[src/rtl/seq_alu_accumulator.sv]
// Sequential accumulator ALU: edge-triggered load/go commands, single-cycle ops
// and a WIDTH-cycle shift-add multiply producing a double-width product.
module seq_alu_accumulator #(
   parameter int WIDTH = 8,
   parameter int SHW   = 3
) (
   input  logic             clock,
   input  logic             reset,
   input  logic [WIDTH-1:0] operand,
   input  logic [2:0]       op_sel,
   input  logic             load,
   input  logic             go,
   output logic [WIDTH-1:0] acc,
   output logic [WIDTH-1:0] acc_hi,
   output logic [3:0]       flags,
   output logic             busy,
   output logic             done
);

   localparam logic [2:0] OP_ADD = 3'b000;
   localparam logic [2:0] OP_SUB = 3'b001;
   localparam logic [2:0] OP_AND = 3'b010;
   localparam logic [2:0] OP_OR  = 3'b011;
   localparam logic [2:0] OP_XOR = 3'b100;
   localparam logic [2:0] OP_CMP = 3'b101;
   localparam logic [2:0] OP_MUL = 3'b110;
   localparam logic [2:0] OP_SHL = 3'b111;

   typedef enum logic [1:0] {IDLE, EXEC, MUL} state_t;

   state_t               state, state_nx;
   logic                 load_q, go_q;
   logic                 load_rise, go_rise;
   logic [WIDTH-1:0]     b;
   logic [2:0]           op;
   logic [SHW-1:0]       count;
   logic [2*WIDTH-1:0]   prod, prod_nx;
   logic                 mul_last;

   logic [WIDTH-1:0]     res;
   logic                 res_c, res_v;
   logic [WIDTH:0]       sum, diff, shl_ext;
   logic [SHW-1:0]       shamt;

   assign load_rise = load & ~load_q;
   assign go_rise   = go & ~go_q;
   assign busy      = (state != IDLE);

   always_ff @(posedge clock) begin
      if (reset) state <= IDLE;
      else       state <= state_nx;
   end

   always_comb begin
      state_nx = state;
      case (state)
         IDLE: begin
            if (!load_rise && go_rise)
               state_nx = (op_sel == OP_MUL) ? MUL : EXEC;
         end
         EXEC:    state_nx = IDLE;
         MUL:     if (mul_last) state_nx = IDLE;
         default: state_nx = IDLE;
      endcase
   end

   // Single-cycle result path; V uses two's-complement sign rules
   always_comb begin
      sum     = {1'b0, acc} + {1'b0, b};
      diff    = {1'b0, acc} - {1'b0, b};
      shamt   = b[SHW-1:0];
      shl_ext = {1'b0, acc} << shamt;
      res     = '0;
      res_c   = 1'b0;
      res_v   = 1'b0;
      case (op)
         OP_ADD: begin
            res   = sum[WIDTH-1:0];
            res_c = sum[WIDTH];
            res_v = (acc[WIDTH-1] == b[WIDTH-1]) && (res[WIDTH-1] != acc[WIDTH-1]);
         end
         OP_SUB: begin
            res   = diff[WIDTH-1:0];
            res_c = diff[WIDTH];
            res_v = (acc[WIDTH-1] != b[WIDTH-1]) && (res[WIDTH-1] != acc[WIDTH-1]);
         end
         OP_AND: res = acc & b;
         OP_OR:  res = acc | b;
         OP_XOR: res = acc ^ b;
         OP_CMP: begin
            res[2] = (acc > b);
            res[1] = (acc == b);
            res[0] = (acc < b);
         end
         OP_SHL: begin
            if (int'(shamt) < WIDTH) begin
               res   = shl_ext[WIDTH-1:0];
               res_c = shl_ext[WIDTH];
            end
         end
         default: res = acc;
      endcase
   end

   // One shift-add step per cycle, multiplicand is the untouched acc
   always_comb begin
      prod_nx  = prod + (b[count] ? ({{WIDTH{1'b0}}, acc} << count) : '0);
      mul_last = (count == SHW'(WIDTH - 1));
   end

   always_ff @(posedge clock) begin
      if (reset) begin
         acc    <= '0;
         acc_hi <= '0;
         flags  <= 4'b0100;
         done   <= 1'b0;
         load_q <= 1'b0;
         go_q   <= 1'b0;
         b      <= '0;
         op     <= OP_ADD;
         count  <= '0;
         prod   <= '0;
      end else begin
         load_q <= load;
         go_q   <= go;
         done   <= 1'b0;
         case (state)
            IDLE: begin
               if (load_rise) begin
                  acc    <= operand;
                  acc_hi <= '0;
                  flags  <= {operand[WIDTH-1], (operand == '0), 2'b00};
               end else if (go_rise) begin
                  b     <= operand;
                  op    <= op_sel;
                  count <= '0;
                  prod  <= '0;
               end
            end
            EXEC: begin
               acc    <= res;
               acc_hi <= '0;
               flags  <= {res[WIDTH-1], (res == '0), res_v, res_c};
               done   <= 1'b1;
            end
            MUL: begin
               prod  <= prod_nx;
               count <= count + 1'b1;
               if (mul_last) begin
                  acc    <= prod_nx[WIDTH-1:0];
                  acc_hi <= prod_nx[2*WIDTH-1:WIDTH];
                  flags  <= {prod_nx[WIDTH-1], (prod_nx[WIDTH-1:0] == '0), 1'b0,
                             (prod_nx[2*WIDTH-1:WIDTH] != '0)};
                  done   <= 1'b1;
               end
            end
            default: ;
         endcase
      end
   end

endmodule

[config.mk]
export PLATFORM = sky130hd
export DESIGN_NAME = seq_alu_accumulator
export DESIGN_NICKNAME = d
export VERILOG_FILES = /design/src/rtl/seq_alu_accumulator.sv
export SDC_FILE = /design/constraint.sdc
export NUM_CORES = 1
export LEC_CHECK = 0
export ABC_AREA = 1
export CORE_MARGIN = 2
export CORE_UTILIZATION = 39
export CTS_BUF_LIST = sky130_fd_sc_hd__clkbuf_16
export DETAILED_ROUTE_END_ITERATION = 10
export PLACE_DENSITY_LB_ADDON = 0.1
export SKIP_LAST_GASP = 1
export SYNTH_ARGS = -nofsm -noshare
export SYNTH_HDL_FRONTEND = slang
export SYNTH_SLANG_ARGS = --single-unit
[constraint.sdc]
create_clock -name clock -period 3.2 [get_ports clock]
set_input_delay 0.8 -clock clock [delete_from_list [all_inputs] [get_ports clock]]
set_output_delay 0.8 -clock clock [all_outputs]
set_load 0.05 [all_outputs]
== After elaboration in Yosys (flattened, before gate mapping) ==
Cells that the tools add are included.
Operators by class
  magnitude comparators: 3
  div/mod/pow operators: 0
  bitwise gates (word level): 8
  equality and inequality tests: 20
  $mul: 0
  reduce and logical (&&, ||, !) cells: 17
  shift-type cells: 2
  multiplexer cells: 28
  $add $sub $neg: 4
Operator list (count)
  $mux W16: 3
  $pmux W8 S3: 2
  $pmux W5 S7: 1
  $mux W8: 4
  $pmux W16 S2: 1
  $logic_not A8 Y1: 3
  $pmux W3 S7: 1
  $add A16 B16 Y16: 1
  $shl A8 B3 Y16: 1
  $eq A3 B3 Y1 const B: 5
  $pmux W4 S3: 1
  $ne A2 B2 Y1 const B: 5
  $add A8 B8 Y9: 1
  $reduce_and A3 Y1: 3
  $shl A8 B3 Y9: 1
  $sub A8 B8 Y9: 1
  $and A8 B8 Y8: 1
  $eq A8 B8 Y1: 1
  $gt A8 B8 Y1: 1
  $lt A8 B8 Y1: 1
  $mux W4: 2
  $or A8 B8 Y8: 1
  $reduce_bool A8 Y1: 1
  $xor A8 B8 Y8: 1
  other kinds (25): 39
Storage, ports and cells
  logic and storage cells: 93
  latch bits: 0
  flip-flop bits (word level): 55
  input port bits: 15
  memories kept: 0
  bits in read-only memories: 0
  bits in writable memories: 0
  output and inout bits: 22

== Logic depth before layout (Yosys ltp) ==
Gate-level depths: netlist of run 1.
  word-level depth: 7
  depth in mapped cells: 24
  gate-level depth less buffers: 22

== Worst setup path before layout of run 1 ==
Ideal clock, no wire load.
  path type: reg-to-reg
  start: register acc[0]
  end: register flags[0]
  slack: 326 ps
  period minus slack after synthesis: 2874 ps
  stages on the path, launching flop included: 19
  data arrival time: 2742 ps
  setup time: 132 ps
  buffers on the path: 0
  cells stage by stage: dfxtp_1 -> inv_1 -> nand2_1 -> o21ai_0 -> nor3_1 -> inv_1 -> fa_1 -> o21ai_1 -> nand2_1 -> nand2_1 -> nand3_1 -> nand2_1 -> nand2_1 -> nand2_1 -> nand2_1 -> nor2_1 -> nand2_1 -> nand2_1 -> a21oi_1
Between the ends
  word-level cells in the longest chain between the ends: 6
  elaborated cells between the ends (all ways): 10
  classes of those cells: 3 x add/sub; 2 x shift; 4 x mux; 1 x reduce/logical
RTL lines
  start: declaration: line 13  | output logic [WIDTH-1:0] acc,
  start signal: assignment: line 130  | acc <= operand;
  start signal: assignment: line 141  | acc <= res;
  start signal: assignment: line 150  | acc <= prod_nx[WIDTH-1:0];
  $shl A8 B3 Y16: line 107  | prod_nx = prod + (b[count] ? ({{WIDTH{1'b0}}, acc} << count) : '0);
  $mux W16: line 107
  $add A16 B16 Y16: line 107
  $reduce_bool A8 Y1: line 153  | (prod_nx[2*WIDTH-1:WIDTH] != '0)};
  $mux W4: line 149  | if (mul_last) begin
  $pmux W4 S3 (*): line 127  | case (state)
  end signal: assignment: line 132  | flags <= {operand[WIDTH-1], (operand == '0), 2'b00};
  end signal: assignment: line 143  | flags <= {res[WIDTH-1], (res == '0), res_v, res_c};
  end signal: assignment: line 152  | flags <= {prod_nx[WIDTH-1], (prod_nx[WIDTH-1:0] == '0), 1'b0,
  end: declaration: line 15  | output logic [3:0] flags,
Mark *: on every way between the ends. The rest lies on a longest branch, timed or not. The select of a mux whose other input is x is not followed.
A chain may end at the register's enable or synchronous reset.

== Worst setup path after layout of run 1 ==
  start: register count[0]
  end: register flags[0]
Between the ends
  word-level cells in the longest chain between the ends: 7
  elaborated cells between the ends (all ways): 11
  classes of those cells: 1 x add/sub; 2 x eq/ne; 1 x shift; 5 x mux; 2 x reduce/logical
RTL lines
  start: declaration: line 36  | logic [SHW-1:0] count;
  start signal: assignment: line 148  | count <= count + 1'b1;
  $bmux W1 S3: line 107
  $mux W1 (implied by the code): line 107
  $mux W16: line 107
  $add A16 B16 Y16: line 107
  $reduce_bool A8 Y1: line 153
  $mux W4: line 149
  $pmux W4 S3: line 127
Several ways; a longest one is shown, not always the timed one. The select of a mux whose other input is x is not followed.

==> results of run 1 <==
synth_stat cells, types with 5 or more instances:
library cell	count	area (um^2)
a21oi_1	83	415
buf_2	11	55.1
clkbuf_1	17	63.8
dfxtp_1	54	1080
ha_1	47	588
inv_1	97	364
inv_2	10	37.5
nand2_1	225	845
nand3_1	86	430
nand4_1	8	50.1
nor2_1	90	338
nor3_1	16	80.1
o21ai_0	72	360
o21ai_1	5	25.0
sequential cells by signal (all words and copies together) (netlist names):
| signal | flops |
|---|---|
| flags | 3 |
| b | 8 |
| load_q | 1 |
| acc_hi | 8 |
| acc | 8 |
| done | 1 |
| count | 3 |
| op | 3 |
| state | 2 |
| go_q | 1 |
| prod | 16 |
routing by layer:
layer  routed length [um]  track usage (%)  share of wire (%)
met3                  859             4.18                4.6
met2                 9070             45.8                 48
met1                 7820             31.5                 42
met5                    0                0                  0
met4                  952             12.6                5.1
report_power, final:
group          switching (mW)  internal [mW]
combinational           0.611          0.292
sequential             0.0417          0.720
clock                   0.288          0.376
cell type report:
cell class                      count  area share [%]
Tap cell                          176            3.62
Multi-Input combinational cell    680            59.1
Timing Repair Buffer               66            9.84
Inverter                          108            6.71
Clock buffer                        5            2.06
Sequential cell                    54            17.8
Clock inverter                      3           0.803
cells by family after synthesis:
group	count (synthesis)
AOI/OAI and AO/OA	175
xor gates and xnor gates	7
adders and majority gates	50
buffers and inverters	139
DFF	54
muxes	1
and+or+nand+nor	447
critical path: stages (launching register included):
cell and delay (ps):
dfxtp_2 360, buf_12 150, nand2_1 60, o21ai_0 130
o21ai_0 320, nor2_1 90, o21ai_0 160, inv_1 60
ha_1 340, a21oi_1 240, inv_1 80, o21ai_0 260
nand4_1 150, nand2_1 100, nand2_1 60, nor2_1 100
nand2_1 50, nand2_1 50, a21oi_1 50
worst min-delay path by stage:
stage | startpoint | endpoint | slack [ps]
after global placement | flags[1] | flags[1] | 450
after global routing | flags[1] | flags[1] | 510
after floorplan | prod[0] | prod[0] | 440
after CTS | flags[1] | flags[1] | 480
after detailed placement | flags[1] | flags[1] | 470
final | flags[1] | flags[1] | 470
per-stage QoR:
step	utilization, %	total power [mW]	area [um^2]	cells
5_1_grt	46.3	2.47	6080	1092
3_3_place_gp	44.8	1.66	5880	1084
4_1_cts	46.1	2.34	6050	1092
6_report	46.3	2.33	6080	1092
2_1_floorplan	-	1.37	5210	873
3_5_place_dp	44.8	1.67	5880	1084
==> metrics.txt, run 1 <==
status=finished clean; number of port buffers=36; sequential fraction of the synthesis area=20.8%; R2R cell count=18; Hold/Removal Path Class=register to register; clock buffer depth=2; WP data required=3390 ps; main combinational cell family by area after synthesis=simple AND/OR/NAND/NOR gates; DRC=0; Post-Place Worst Slack=140 ps; setup TNS=0 ps; Worst slew margin=44.3%; nets=980; Reg area=1080 um^2; Hold-fix buffers, CTS=0; leading cell type in the layout, fill and taps excluded=nand2_1; Final Hold Violating Endpoints=0; compound-cell area share of the yosys netlist=17.7%; initial core utilization=39.6%; Critical R2R Launch=count[0]; Seq cells post-synth=54; IO Pins=37; Least-Margin Pin Slew=834 ps; final worst slack=264 ps; Via density=5.29; synthesized cell area=5210 um^2; first-pass iteration count of the detailed router=5; CTS buffer count=5; core area=13100 um^2; reg-to-reg endpoint=flags[0]; XOR/XNOR share of the synthesized area=1.18%; Final ANT Viol Nets=0; commonest cells after routing, fill and taps aside=223 x nand2_1, 96 x inv_1, 90 x nor2_1; pwr dens=383 nW/um^2; Max Transition Viols Final=0; Worst Setup Start Kind=register; Mapped Cells=873; Post-synth EDFFs=0; GR Util All Layers=26.3%; die extent in y=120 um; Synth Net Count=938; fin crit period=2940 ps; antenna violations before repair=0; WS Path Type=register to register; Rows=42; period utilization=91.8%; largest net degree at the start of global routing=35; clk slew on worst S/H paths=80 ps; initial DRC count=396; Leak=2.88 nW; H-tree depth=2; Top FF cell, synth=dfxtp_1; Ant. Diodes=0; Crit path arrival time=3130 ps; Setup crit end=flags[0]; Max-Cap Viols=0; CTS tree=built; CTS root buffer=clkbuf_16; Fillers=1441; Synth Warn #=0; r2r setup slk=260 ps; Min Hold Slack=472 ps; RePlAce Congestion=0.946; Max Clock Skew=7.84 ps; die area=14300 um^2; Avg Cell Area, Syn=5.96 um^2; DR WL/cell=17.1 um; RSZ-0062 raised after global routing=false; DR vias=5779; DP Wirelength=15200 um; multiplexer share of the synthesized area=0.192%; layout cells sized above 1=8.52%; Crit. End Element=register; post-synthesis cell type count=42; clk sinks=54; CP max FO=19; Worst-Skew Late Latency=310 ps; Hold Path Stages=2; Fmax=341 MHz; critical path startpoint=count[0]; post-cts repair resize count=0; first-pass GRT wire length=29300 um; GRT overflow=0; setup violators final=0; setup bufs post-CTS=0; Die X=120 um; Simple-Gate Fraction of Synth Area=37.1%; final WL=18700 um; Area growth syn-to-layout=16.8%; vias in the first global route=5465; area of the multi-input gates=3590 um^2; Post-synth ARST share=0%; VDD IR-drop max=0.230 mV; Adder-Cell Fraction of Synth Area=12.4%
Power figures use the tool's default switching activity.
==> inputs of run 2 (changes only) <==
CTS_CLUSTER_SIZE = 14   (was default)
==> results of run 2 <==
Same layout as run 1: the final DEF is identical, and so are final timing and power.
==> patch: new RTL, flow settings as in run 2 <==
Set the parameter `SHW` to 5 (it was 3).
--- a/src/rtl/seq_alu_accumulator.sv
+++ b/src/rtl/seq_alu_accumulator.sv
@@ -4,3 +4,3 @@
    parameter int WIDTH = 8,
-   parameter int SHW   = 3
+   parameter int SHW   = 5
 ) (
Function: changed (a bounded check fails within 4 cycles, from zero or initial values and one cycle with reset high).
==> patch against run 2 <==
  * Routed wire length fell by 1.7%
  * Worst setup slack worse by 0.094 ns
  * Utilization up 1.4 points
  * Sequential cell count rose by 2
  * Final cell count increased by 3.8%
  * Combinational power increased by 4.1%
  * Non-clock buffer count up 28
  * Worst hold slack gained 0.0019 ns
  * Power fell by 0.70%
  * Final area is 8.0% higher
  * Synthesized area is 4.6% higher
  * Global-route usage is 1.0 points lower
  * Clock skew fell by 0.00074 ns
  * Largest power group unchanged
==> patch: results (changes against run 2) <==
.. list-table::
   :header-rows: 1

   * - Metric
     - Value
   * - DP Wirelength
     - 14.7 mm (-3.0%)
   * - Wire length on met2
     - 7.81 mm (-14%)
   * - Cell with the largest stage delay on the worst path
     - dfxtp_4
   * - Hold WS
     - 0.474 ns (+0.00192 ns)
   * - Sequential area share after synthesis
     - 20.6% (-0.18 points)
   * - Yosys cell types
     - 51 (+21%)
   * - Detailed Route Iter0 Violations
     - 572 (+44%)
   * - Top area cells in the synthesized netlist
     - dfxtp_1 21%, nand2_1 14%, ha_1 10%
   * - Number of vias per cell after detailed routing
     - 5.38 (+1.7%)
   * - Number of global-route vias before repair
     - 5,436 (-0.53%)
   * - Number of port buffers
     - 36 (unchanged)
   * - Arrival time at the worst endpoint
     - 3.23 ns (+0.10 ns)
   * - Critical path's largest stage delay
     - 0.39 ns (+0.03 ns)
   * - Number of flip-flops in the largest register
     - 16 (unchanged)
   * - Syn nets
     - 952 (+1.5%)
   * - Met1 usage
     - 38.2% (+6.7 points)
   * - Kind of cell adding the most delay to the critical path
     - simple AND/OR/NAND/NOR gates
   * - Global-route wire length before repair
     - 29.2 mm (-0.38%)
   * - Synth Area in Adders
     - 11.4% (-1.0 points)
   * - Worst clock skew
     - 0.00710 ns (-0.000740 ns)
   * - Highest ir drop seen on vdd
     - 0.000325 V (+41%)
   * - Cell Area, Placed
     - 6240 sq um (+6.1%)
   * - Post-place setup slack
     - -0.0338 ns (-0.174 ns)
   * - Final cell count without fillers
     - 1,134 (+3.8%)
   * - Mean post-synth cell area
     - 6.13 sq um (+2.7%)
   * - Root buffer cell
     - clkbuf_16
   * - Fraction of met2 tracks used by global routing
     - 37.8% (-8.0 points)
   * - Actual transition at the worst max-transition pin
     - 0.602 ns (-0.232 ns)
   * - Area fraction in compound gates after synthesis
     - 20.0% (+2.4 points)
   * - Peak fanout along the critical path
     - 6 (-13)
   * - Number of nets in the layout
     - 1,016 (+3.7%)
   * - Filler instances
     - 1,502 (+4.2%)
   * - Worst skew pair latency
     - 0.31 ns (about the same)
   * - Synth cell count leaders
     - 207 x nand2_1, 95 x inv_1, 89 x a21oi_1
   * - Highest metal layer used by the detailed router
     - met4
   * - Routed wire length per instance
     - 16.2 microns (-5.3%)
   * - Met3 WL
     - 1.15 mm (+34%)
   * - Overall routing resource usage
     - 25.3% (-1.0 points)
   * - Result of the run
     - finished clean
   * - Fraction of layout cells with a size suffix above 1
     - 13.9% (+5.4 points)
   * - Register-to-register setup slack
     - 0.17 ns (-0.09 ns)
   * - Xor/xnor share of the synthesized area
     - 1.29% (+0.11 points)
   * - Maximum number of pins on one net before global-route repair
     - 29 (-17%)
   * - Global Route met3 Usage
     - 3.98% (-0.20 points)
   * - Routed length on met1
     - 9.19 mm (+18%)
   * - TritonRoute pass-1 iters
     - 6 (+1)
   * - Worst Reg-to-Reg Cells
     - 21 (+3)
   * - Mux share of post-synthesis cell area
     - 0.184% (-0.0085 points)
   * - Gpl congestion
     - 0.919 (-2.9%)
   * - Share of total power consumed by net switching
     - 41.2% (+0.81 points)
   * - Leakage power figure
     - 2.87 nW (-0.35%)
## patch: cells by family after synthesis
family,count (synthesis)
simple gates,433
compound gates,201
buf+inv,142
flops,56
fa+ha+maj,48
xor+xnor,8
mux,1
## patch: repair_timing
action | in CTS | in global routing
endpoints found under the setup margin | 3 | 20
endpoints found under the hold margin | 0 | 0
gates resized for setup | 2 | 54
buffers inserted | 0 | 2
hold buffers | 0 | 0
pin swaps | 1 | 12
## patch: worst max path at each step
stage	start	endpoint	slack (ns)
6_report	count[0]$_SDFFE_PP0P_	flags[0]$_SDFFE_PP0P_	0.17
5_1_grt	count[0]$_SDFFE_PP0P_	flags[0]$_SDFFE_PP0P_	-0.04
4_1_cts	count[1]$_SDFFE_PP0P_	acc[7]$_SDFFE_PP0P_	0.008
3_5_place_dp	count[0]$_SDFFE_PP0P_	flags[0]$_SDFFE_PP0P_	-0.03
3_3_place_gp	count[0]$_SDFFE_PP0P_	flags[0]$_SDFFE_PP0P_	-0.04
2_1_floorplan	count[0]$_SDFFE_PP0P_	acc[6]$_SDFFE_PP0P_	0.16
## patch: power by group through the flow
stage,clock [mW],sequential [mW],combinational [mW]
4_1_cts,0.602,0.781,0.912
5_1_grt,0.633,0.787,1.03
3_5_place_dp,0,0.796,0.907
6_report,0.592,0.780,0.940
2_1_floorplan,0,0.872,0.543
3_3_place_gp,0,0.797,0.916
## patch: layout make-up
type / instances / area, sq um / share of cell area [%]
Sequential cell: 56 / 1130 / 17.2
Clock buffer: 5 / 125 / 1.91
Clock inverter: 3 / 25.0 / 0.381
Inverter: 105 / 405 / 6.18
Multi-Input combinational cell: 691 / 3850 / 58.7
Timing Repair Buffer: 94 / 803 / 12.2
Tap cell: 180 / 225 / 3.43
